===== src/rtl/alu_arbiter.sv =====
// Round-robin arbiter sharing one 32-bit RV32 ALU between NUM_REQ requesters.
// The winning request is executed in its grant cycle. Its result is held in a
// single-entry response buffer until the owning requester takes it.
// A drain and a new accept can happen in the same cycle, so the block can
// sustain one operation per cycle.
module alu_arbiter #(
  parameter int unsigned NUM_REQ = 2,
  parameter int unsigned ID_W    = 2
) (
  input  logic                    i_clk,
  input  logic                    i_rst_n,
  input  logic [NUM_REQ-1:0]      i_req_valid,
  output logic [NUM_REQ-1:0]      o_req_ready,
  input  logic [4*NUM_REQ-1:0]    i_req_op,
  input  logic [32*NUM_REQ-1:0]   i_req_a,
  input  logic [32*NUM_REQ-1:0]   i_req_b,
  output logic [NUM_REQ-1:0]      o_resp_valid,
  input  logic [NUM_REQ-1:0]      i_resp_ready,
  output logic [31:0]             o_resp_data,
  output logic [ID_W-1:0]         o_resp_id,
  output logic                    o_busy
);

  typedef enum logic [0:0] {StEmpty, StFull} state_e;

  state_e            state_q, state_d;
  logic [31:0]       data_q, data_d;
  logic [ID_W-1:0]   id_q, id_d;
  logic [ID_W-1:0]   rr_ptr_q, rr_ptr_d;
  logic [1:0]        rst_sync_q;
  logic              run;

  logic              any_valid;
  logic [ID_W-1:0]   winner;
  logic [3:0]        alu_op;
  logic [31:0]       alu_a, alu_b, alu_res;
  logic signed [31:0] sra_res;
  logic              full, own_ready, drain, can_accept, accept;

  // Reset is asserted asynchronously but released internally only after two
  // clock edges, so no request is accepted on the edge that ends reset.
  always_ff @(posedge i_clk or negedge i_rst_n) begin
    if (!i_rst_n) begin
      rst_sync_q <= 2'b00;
    end else begin
      rst_sync_q <= {rst_sync_q[0], 1'b1};
    end
  end

  assign run = rst_sync_q[1];

  // Round-robin search: scan from rr_ptr upwards, wrapping at NUM_REQ.
  always_comb begin
    logic [ID_W:0]   sum;
    logic [ID_W-1:0] cand;
    logic            cand_valid;
    any_valid  = 1'b0;
    winner     = '0;
    sum        = '0;
    cand       = '0;
    cand_valid = 1'b0;
    for (int unsigned i = 0; i < NUM_REQ; i++) begin
      sum = {1'b0, rr_ptr_q} + (ID_W+1)'(i);
      if (sum >= (ID_W+1)'(NUM_REQ)) begin
        sum = sum - (ID_W+1)'(NUM_REQ);
      end
      cand       = sum[ID_W-1:0];
      cand_valid = 1'b0;
      for (int unsigned k = 0; k < NUM_REQ; k++) begin
        if (cand == ID_W'(k)) begin
          cand_valid = i_req_valid[k];
        end
      end
      if (!any_valid && cand_valid) begin
        any_valid = 1'b1;
        winner    = cand;
      end
    end
  end

  // Steer the winner's operation and operands into the shared ALU.
  always_comb begin
    alu_op = '0;
    alu_a  = '0;
    alu_b  = '0;
    for (int unsigned k = 0; k < NUM_REQ; k++) begin
      if (winner == ID_W'(k)) begin
        alu_op = i_req_op[4*k +: 4];
        alu_a  = i_req_a[32*k +: 32];
        alu_b  = i_req_b[32*k +: 32];
      end
    end
  end

  // The arithmetic shift is kept separate so that it stays signed.
  assign sra_res = $signed(alu_a) >>> alu_b[4:0];

  // RV32 integer ALU. Bit 3 selects SUB and SRA, and the shift amount is b[4:0].
  always_comb begin
    alu_res = '0;
    unique case (alu_op[2:0])
      3'd0: alu_res = alu_op[3] ? (alu_a - alu_b) : (alu_a + alu_b);
      3'd1: alu_res = alu_a << alu_b[4:0];
      3'd2: alu_res = {31'd0, $signed(alu_a) < $signed(alu_b)};
      3'd3: alu_res = {31'd0, alu_a < alu_b};
      3'd4: alu_res = alu_a ^ alu_b;
      3'd5: alu_res = alu_op[3] ? sra_res : (alu_a >> alu_b[4:0]);
      3'd6: alu_res = alu_a | alu_b;
      3'd7: alu_res = alu_a & alu_b;
      default: alu_res = '0;
    endcase
  end

  // Select the ready bit of the current owner of the buffer. Ready bits of
  // other requesters have no effect.
  always_comb begin
    own_ready = 1'b0;
    for (int unsigned k = 0; k < NUM_REQ; k++) begin
      if (id_q == ID_W'(k)) begin
        own_ready = i_resp_ready[k];
      end
    end
  end

  assign full       = (state_q == StFull);
  assign drain      = full && own_ready;
  assign can_accept = run && (!full || own_ready);
  assign accept     = any_valid && can_accept;

  // Drive the one-hot handshake outputs for the request side and the response side.
  always_comb begin
    o_req_ready  = '0;
    o_resp_valid = '0;
    for (int unsigned k = 0; k < NUM_REQ; k++) begin
      o_req_ready[k]  = accept && (winner == ID_W'(k));
      o_resp_valid[k] = full && (id_q == ID_W'(k));
    end
  end

  assign o_resp_data = data_q;
  assign o_resp_id   = id_q;
  assign o_busy      = full;

  // Compute the next state of the buffer and of the round-robin pointer.
  // An accept that coincides with a drain refills the buffer.
  always_comb begin
    state_d  = state_q;
    data_d   = data_q;
    id_d     = id_q;
    rr_ptr_d = rr_ptr_q;
    if (accept) begin
      state_d  = StFull;
      data_d   = alu_res;
      id_d     = winner;
      rr_ptr_d = (winner == ID_W'(NUM_REQ - 1)) ? '0 : (winner + ID_W'(1));
    end else if (drain) begin
      state_d  = StEmpty;
    end
  end

  // Registers for the buffer state, the buffered result and the pointer.
  always_ff @(posedge i_clk or negedge i_rst_n) begin
    if (!i_rst_n) begin
      state_q  <= StEmpty;
      data_q   <= '0;
      id_q     <= '0;
      rr_ptr_q <= '0;
    end else begin
      state_q  <= state_d;
      data_q   <= data_d;
      id_q     <= id_d;
      rr_ptr_q <= rr_ptr_d;
    end
  end

endmodule


===== config.mk =====
export PLATFORM = sky130hd
export DESIGN_NAME = alu_arbiter
export DESIGN_NICKNAME = d
export VERILOG_FILES = /design/src/rtl/alu_arbiter.sv
export SDC_FILE = /design/constraint.sdc
export NUM_CORES = 1
export LEC_CHECK = 0
export BUFFER_PORTS_ARGS = -buffer_cell sky130_fd_sc_hd__buf_2
export CORE_MARGIN = 2
export CORE_UTILIZATION = 40
export DETAILED_ROUTE_END_ITERATION = 10
export PLACE_DENSITY = 0.73
export SYNTH_ARGS = -nofsm -noshare
export SYNTH_HDL_FRONTEND = slang
export SYNTH_SLANG_ARGS = --single-unit
export TNS_END_PERCENT = 10

===== constraint.sdc =====
create_clock -name i_clk -period 5 [get_ports i_clk]
set_clock_uncertainty 0.05 [all_clocks]
set_input_delay 1.5 -clock i_clk [delete_from_list [all_inputs] [get_ports i_clk]]
set_output_delay 1.5 -clock i_clk [all_outputs]
set_load 0.03 [all_outputs]

==> out/results.txt <==
placer congestion estimate = 1.09
Post-synth EDFFs = 0
synth warn = 0
vias in the first global route = 14.9k
Pwr per Cell Area = 283 mW/mm^2
Post-DP HPWL = 52100 um
antenna viol nets, final = 0
DR vias/cell = 6.26
met1 wire length = 26600 um
CP endpoint kind = flip-flop
Highest Clock Rate = 204 MHz
Max Slew Vio Count = 0
Synth Area per Inst = 6.48 um^2
Initial Util = 40.3%
predominant post-synthesis flop cell = dfrtp_1
Hold Crit Start = rst_sync_q[0]$_DFF_PN0_
Crit path required time = 5.16 ns
Tcrit/Tclk final = 98.2%
wire length per cell = 25.1 um
clock transition at the registers of the reported paths = 0.07 ns
All-Layer GR Usage = 39.2%
first-pass GRT wire length = 93800 um
floorplan row count = 64
r2r setup slk = 0.90 ns
CP arrival = 5.07 ns
layout cell share with drive strength beyond 1 = 24.1%
RR Startpoint = rr_ptr_q[0]$_DFFE_PN0P_
top sig layer = met4
Slew @ Worst Pin = 0.994 ns
Yosys reg bits = 39
P_leak = 0.00696 uW
Post-Route WL = 63800 um
Hold Crit Depth = 0
Syn Nets = 2126
cts bufs inserted = 5
Startpoint Class = input pin
clock root cell = clkbuf_16
DR WL met2 = 27300 um
DR iter-0 viols = 2042
Antenna Cells = 0
IO Port Bufs = 180
Post-CTS Hold Fix Bufs = 0
worst min-delay path class = reg2reg
Longest Clk Path Bufs = 2
largest net degree at the start of global routing = 84
Setup TNS = 0 ns
sequential area share after synthesis = 7.98%
Unique masters post-synth = 96
I/O pin cnt = 181
DR WL met3 = 6250 um
CP max FO = 6
Core Area = 0.0303 mm^2
status = complete, no violations
Worst slew margin = 33.7%
Async S/R FF share, synth = 100%
die area = 0.0320 mm^2
final setup violation count = 0
H-tree depth = 2
RSZ-0062 raised after global routing = true
DR pass1 iterations = 6
Final Core Density = 49.3%
post-synthesis cell count = 1887
CTS tree = yes
P&R area growth vs syn = 22.4%
gr ovfl total = 0
synthesized area = 0.0122 mm^2
R2R cell count = 16
Reg-to-Reg End = o_resp_data[23]$_DFFE_PN0P_
die height = 179 um
vias post-DR = 15.9k
Setup CP Type = in2reg
Post-route DRC = 0
Hold Vio Cnt, Final = 0
Clock Latency Late Sink = 0.30 ns
max cap viols = 0
antenna violations before repair = 1
clk sink count = 39
worst vdd ir = 0.162 mV
Tmin final = 4.91 ns
nets = 2384
die width = 179 um
hold endpoint = rst_sync_q[1]$_DFF_PN0_
critical path: stages:
cell and delay [ns]:
buf_2 0.11, nand2b_4 0.12, and2_4 0.23, buf_4 0.14, a21o_1 0.19, ha_1 0.30
buf_4 0.16, o21bai_1 0.26, o2111a_2 0.28, o211a_1 0.24, nor3_4 0.07, a2111oi_4 0.39
o221a_4 0.31, a21oi_2 0.06, or2_0 0.25, or3_1 0.32, a31oi_1 0.13
registers in the layout, indices dropped and copies added (netlist names):
register and count:
o_resp_data 32, o_busy 1, o_resp_id 2, rst_sync_q 2, rr_ptr_q 2
cell type report:
class                           count  area (um^2)
Clock buffer                        5          125
Fill cell                        3217        15400
Timing Repair Buffer              397         2620
Sequential cell                    39          976
Tap cell                          396          495
Multi-Input combinational cell   1603        10300
Clock inverter                      3         43.8
Inverter                           99          372
where the power goes:
group	switching, uW	internal, uW	total, uW
combinational	2110	1260	3370
clock	150	236	386
sequential	77.5	407	484
cells in the mapped netlist (all sizes together), types with 4 or more instances:
library cell,n,share of area [%]
o21bai,6,0.37
o2111ai,8,0.57
nor3b,8,0.49
inv,99,3.0
a22oi,14,0.86
a21o,19,1.2
dfrtp,39,8.0
a311oi,4,0.29
xnor2,20,1.4
a221oi,13,0.93
a211oi,57,3.5
o21ai,128,5.2
nor4,9,0.63
nor3,31,1.3
xor2,4,0.29
clkbuf,63,2.5
a21oi,197,8.2
and2,9,0.46
o311ai,9,0.64
o32ai,4,0.29
a2111oi,12,1.1
mux2,37,3.4
nand3,45,1.8
or3,9,0.50
buf,82,3.4
nand2b,12,0.61
o22ai,4,0.20
a31oi,36,1.8
o31ai,10,0.61
nand4,14,0.72
ha,95,9.7
a31o,11,0.79
a221o,4,0.33
a211o,10,0.73
o211ai,44,2.7
a21boi,4,0.25
and3,21,1.1
o32a,6,0.49
mux2i,81,6.6
nor2,165,5.1
nand2,339,10
o21a,7,0.43
o221ai,6,0.43
nor2b,47,2.4
stage by stage:
| step | instance area, um^2 | hold WS, ns | instances | worst slack, ns | power (uW) |
|---|---|---|---|---|---|
| 2_1_floorplan | 12400 | 0.281 | 1887 | -0.305 | 2490 |
| 3_3_place_gp | 14700 | 0.287 | 2528 | -0.231 | 3720 |
| 3_5_place_dp | 14700 | 0.294 | 2528 | -0.336 | 3720 |
| 4_1_cts | 14800 | 0.309 | 2536 | 0.0433 | 4120 |
| 5_1_grt | 15000 | 0.315 | 2542 | -0.0761 | 4490 |
| 6_report | 15000 | 0.308 | 2542 | 0.0888 | 4240 |
how the worst max path moves through the flow:
stage	start	endpoint	slack (ns)	depth (start not counted)
2_1_floorplan	i_req_valid[0]	o_resp_data[23]$_DFFE_PN0P_	-0.30	23
3_3_place_gp	i_req_valid[0]	o_resp_data[22]$_DFFE_PN0P_	-0.23	17
3_5_place_dp	i_req_valid[0]	o_resp_data[0]$_DFFE_PN0P_	-0.34	19
4_1_cts	i_req_valid[0]	o_resp_data[26]$_DFFE_PN0P_	0.04	20
5_1_grt	i_req_valid[0]	o_resp_data[8]$_DFFE_PN0P_	-0.08	21
6_report	i_req_valid[0]	o_resp_data[23]$_DFFE_PN0P_	0.09	17
logic make-up (layout without fill, tap and decap cells):
| logic type | after synthesis | in the layout | share of synthesized area [%] |
|---|---|---|---|
| flip-flops | 39 | 39 | 7.98 |
| AND/OR/NAND/NOR | 721 | 722 | 26.3 |
| AO/OA/AOI/OAI | 639 | 639 | 34.1 |
| other | 1 | 1 | 0.0307 |
| adder cells (fa/ha/maj) | 97 | 97 | 10.1 |
| XOR/XNOR | 24 | 24 | 1.72 |
| buffers and inverters | 246 | 504 | 9.38 |
| multiplexers | 120 | 120 | 10.4 |
per-layer routing:
| layer | up-vias | global-route usage (%) |
|---|---|---|
| li1 | 7330 | - |
| met1 | 7543 | 52.5 |
| met2 | 895 | 60.3 |
| met3 | 141 | 7.27 |
| met4 | 0 | 18.7 |
| met5 | - | 0 |
timing repair:
item,CTS,global route
buffers inserted,0,5
gates cloned,0,1
resized for setup,1,26
endpoints found under the setup margin,1,13
pin swaps,0,4
cells in the final DEF (no fill, tap or decap), types with 37 or more instances in the layout:
cell type | netlist | routed
nand3_1 | 45 | 45
ha_1 | 95 | 89
inv_1 | 95 | 95
dfrtp_1 | 39 | 39
nor2b_1 | 47 | 45
a211oi_1 | 57 | 57
nand2_1 | 338 | 332
o211ai_1 | 44 | 44
buf_2 | 52 | 180
nor2_1 | 165 | 163
mux2_2 | 37 | 37
mux2i_1 | 81 | 77
a21oi_1 | 194 | 193
o21ai_0 | 121 | 119
buf_4 | 5 | 209
(Power assumes the default switching activity.)
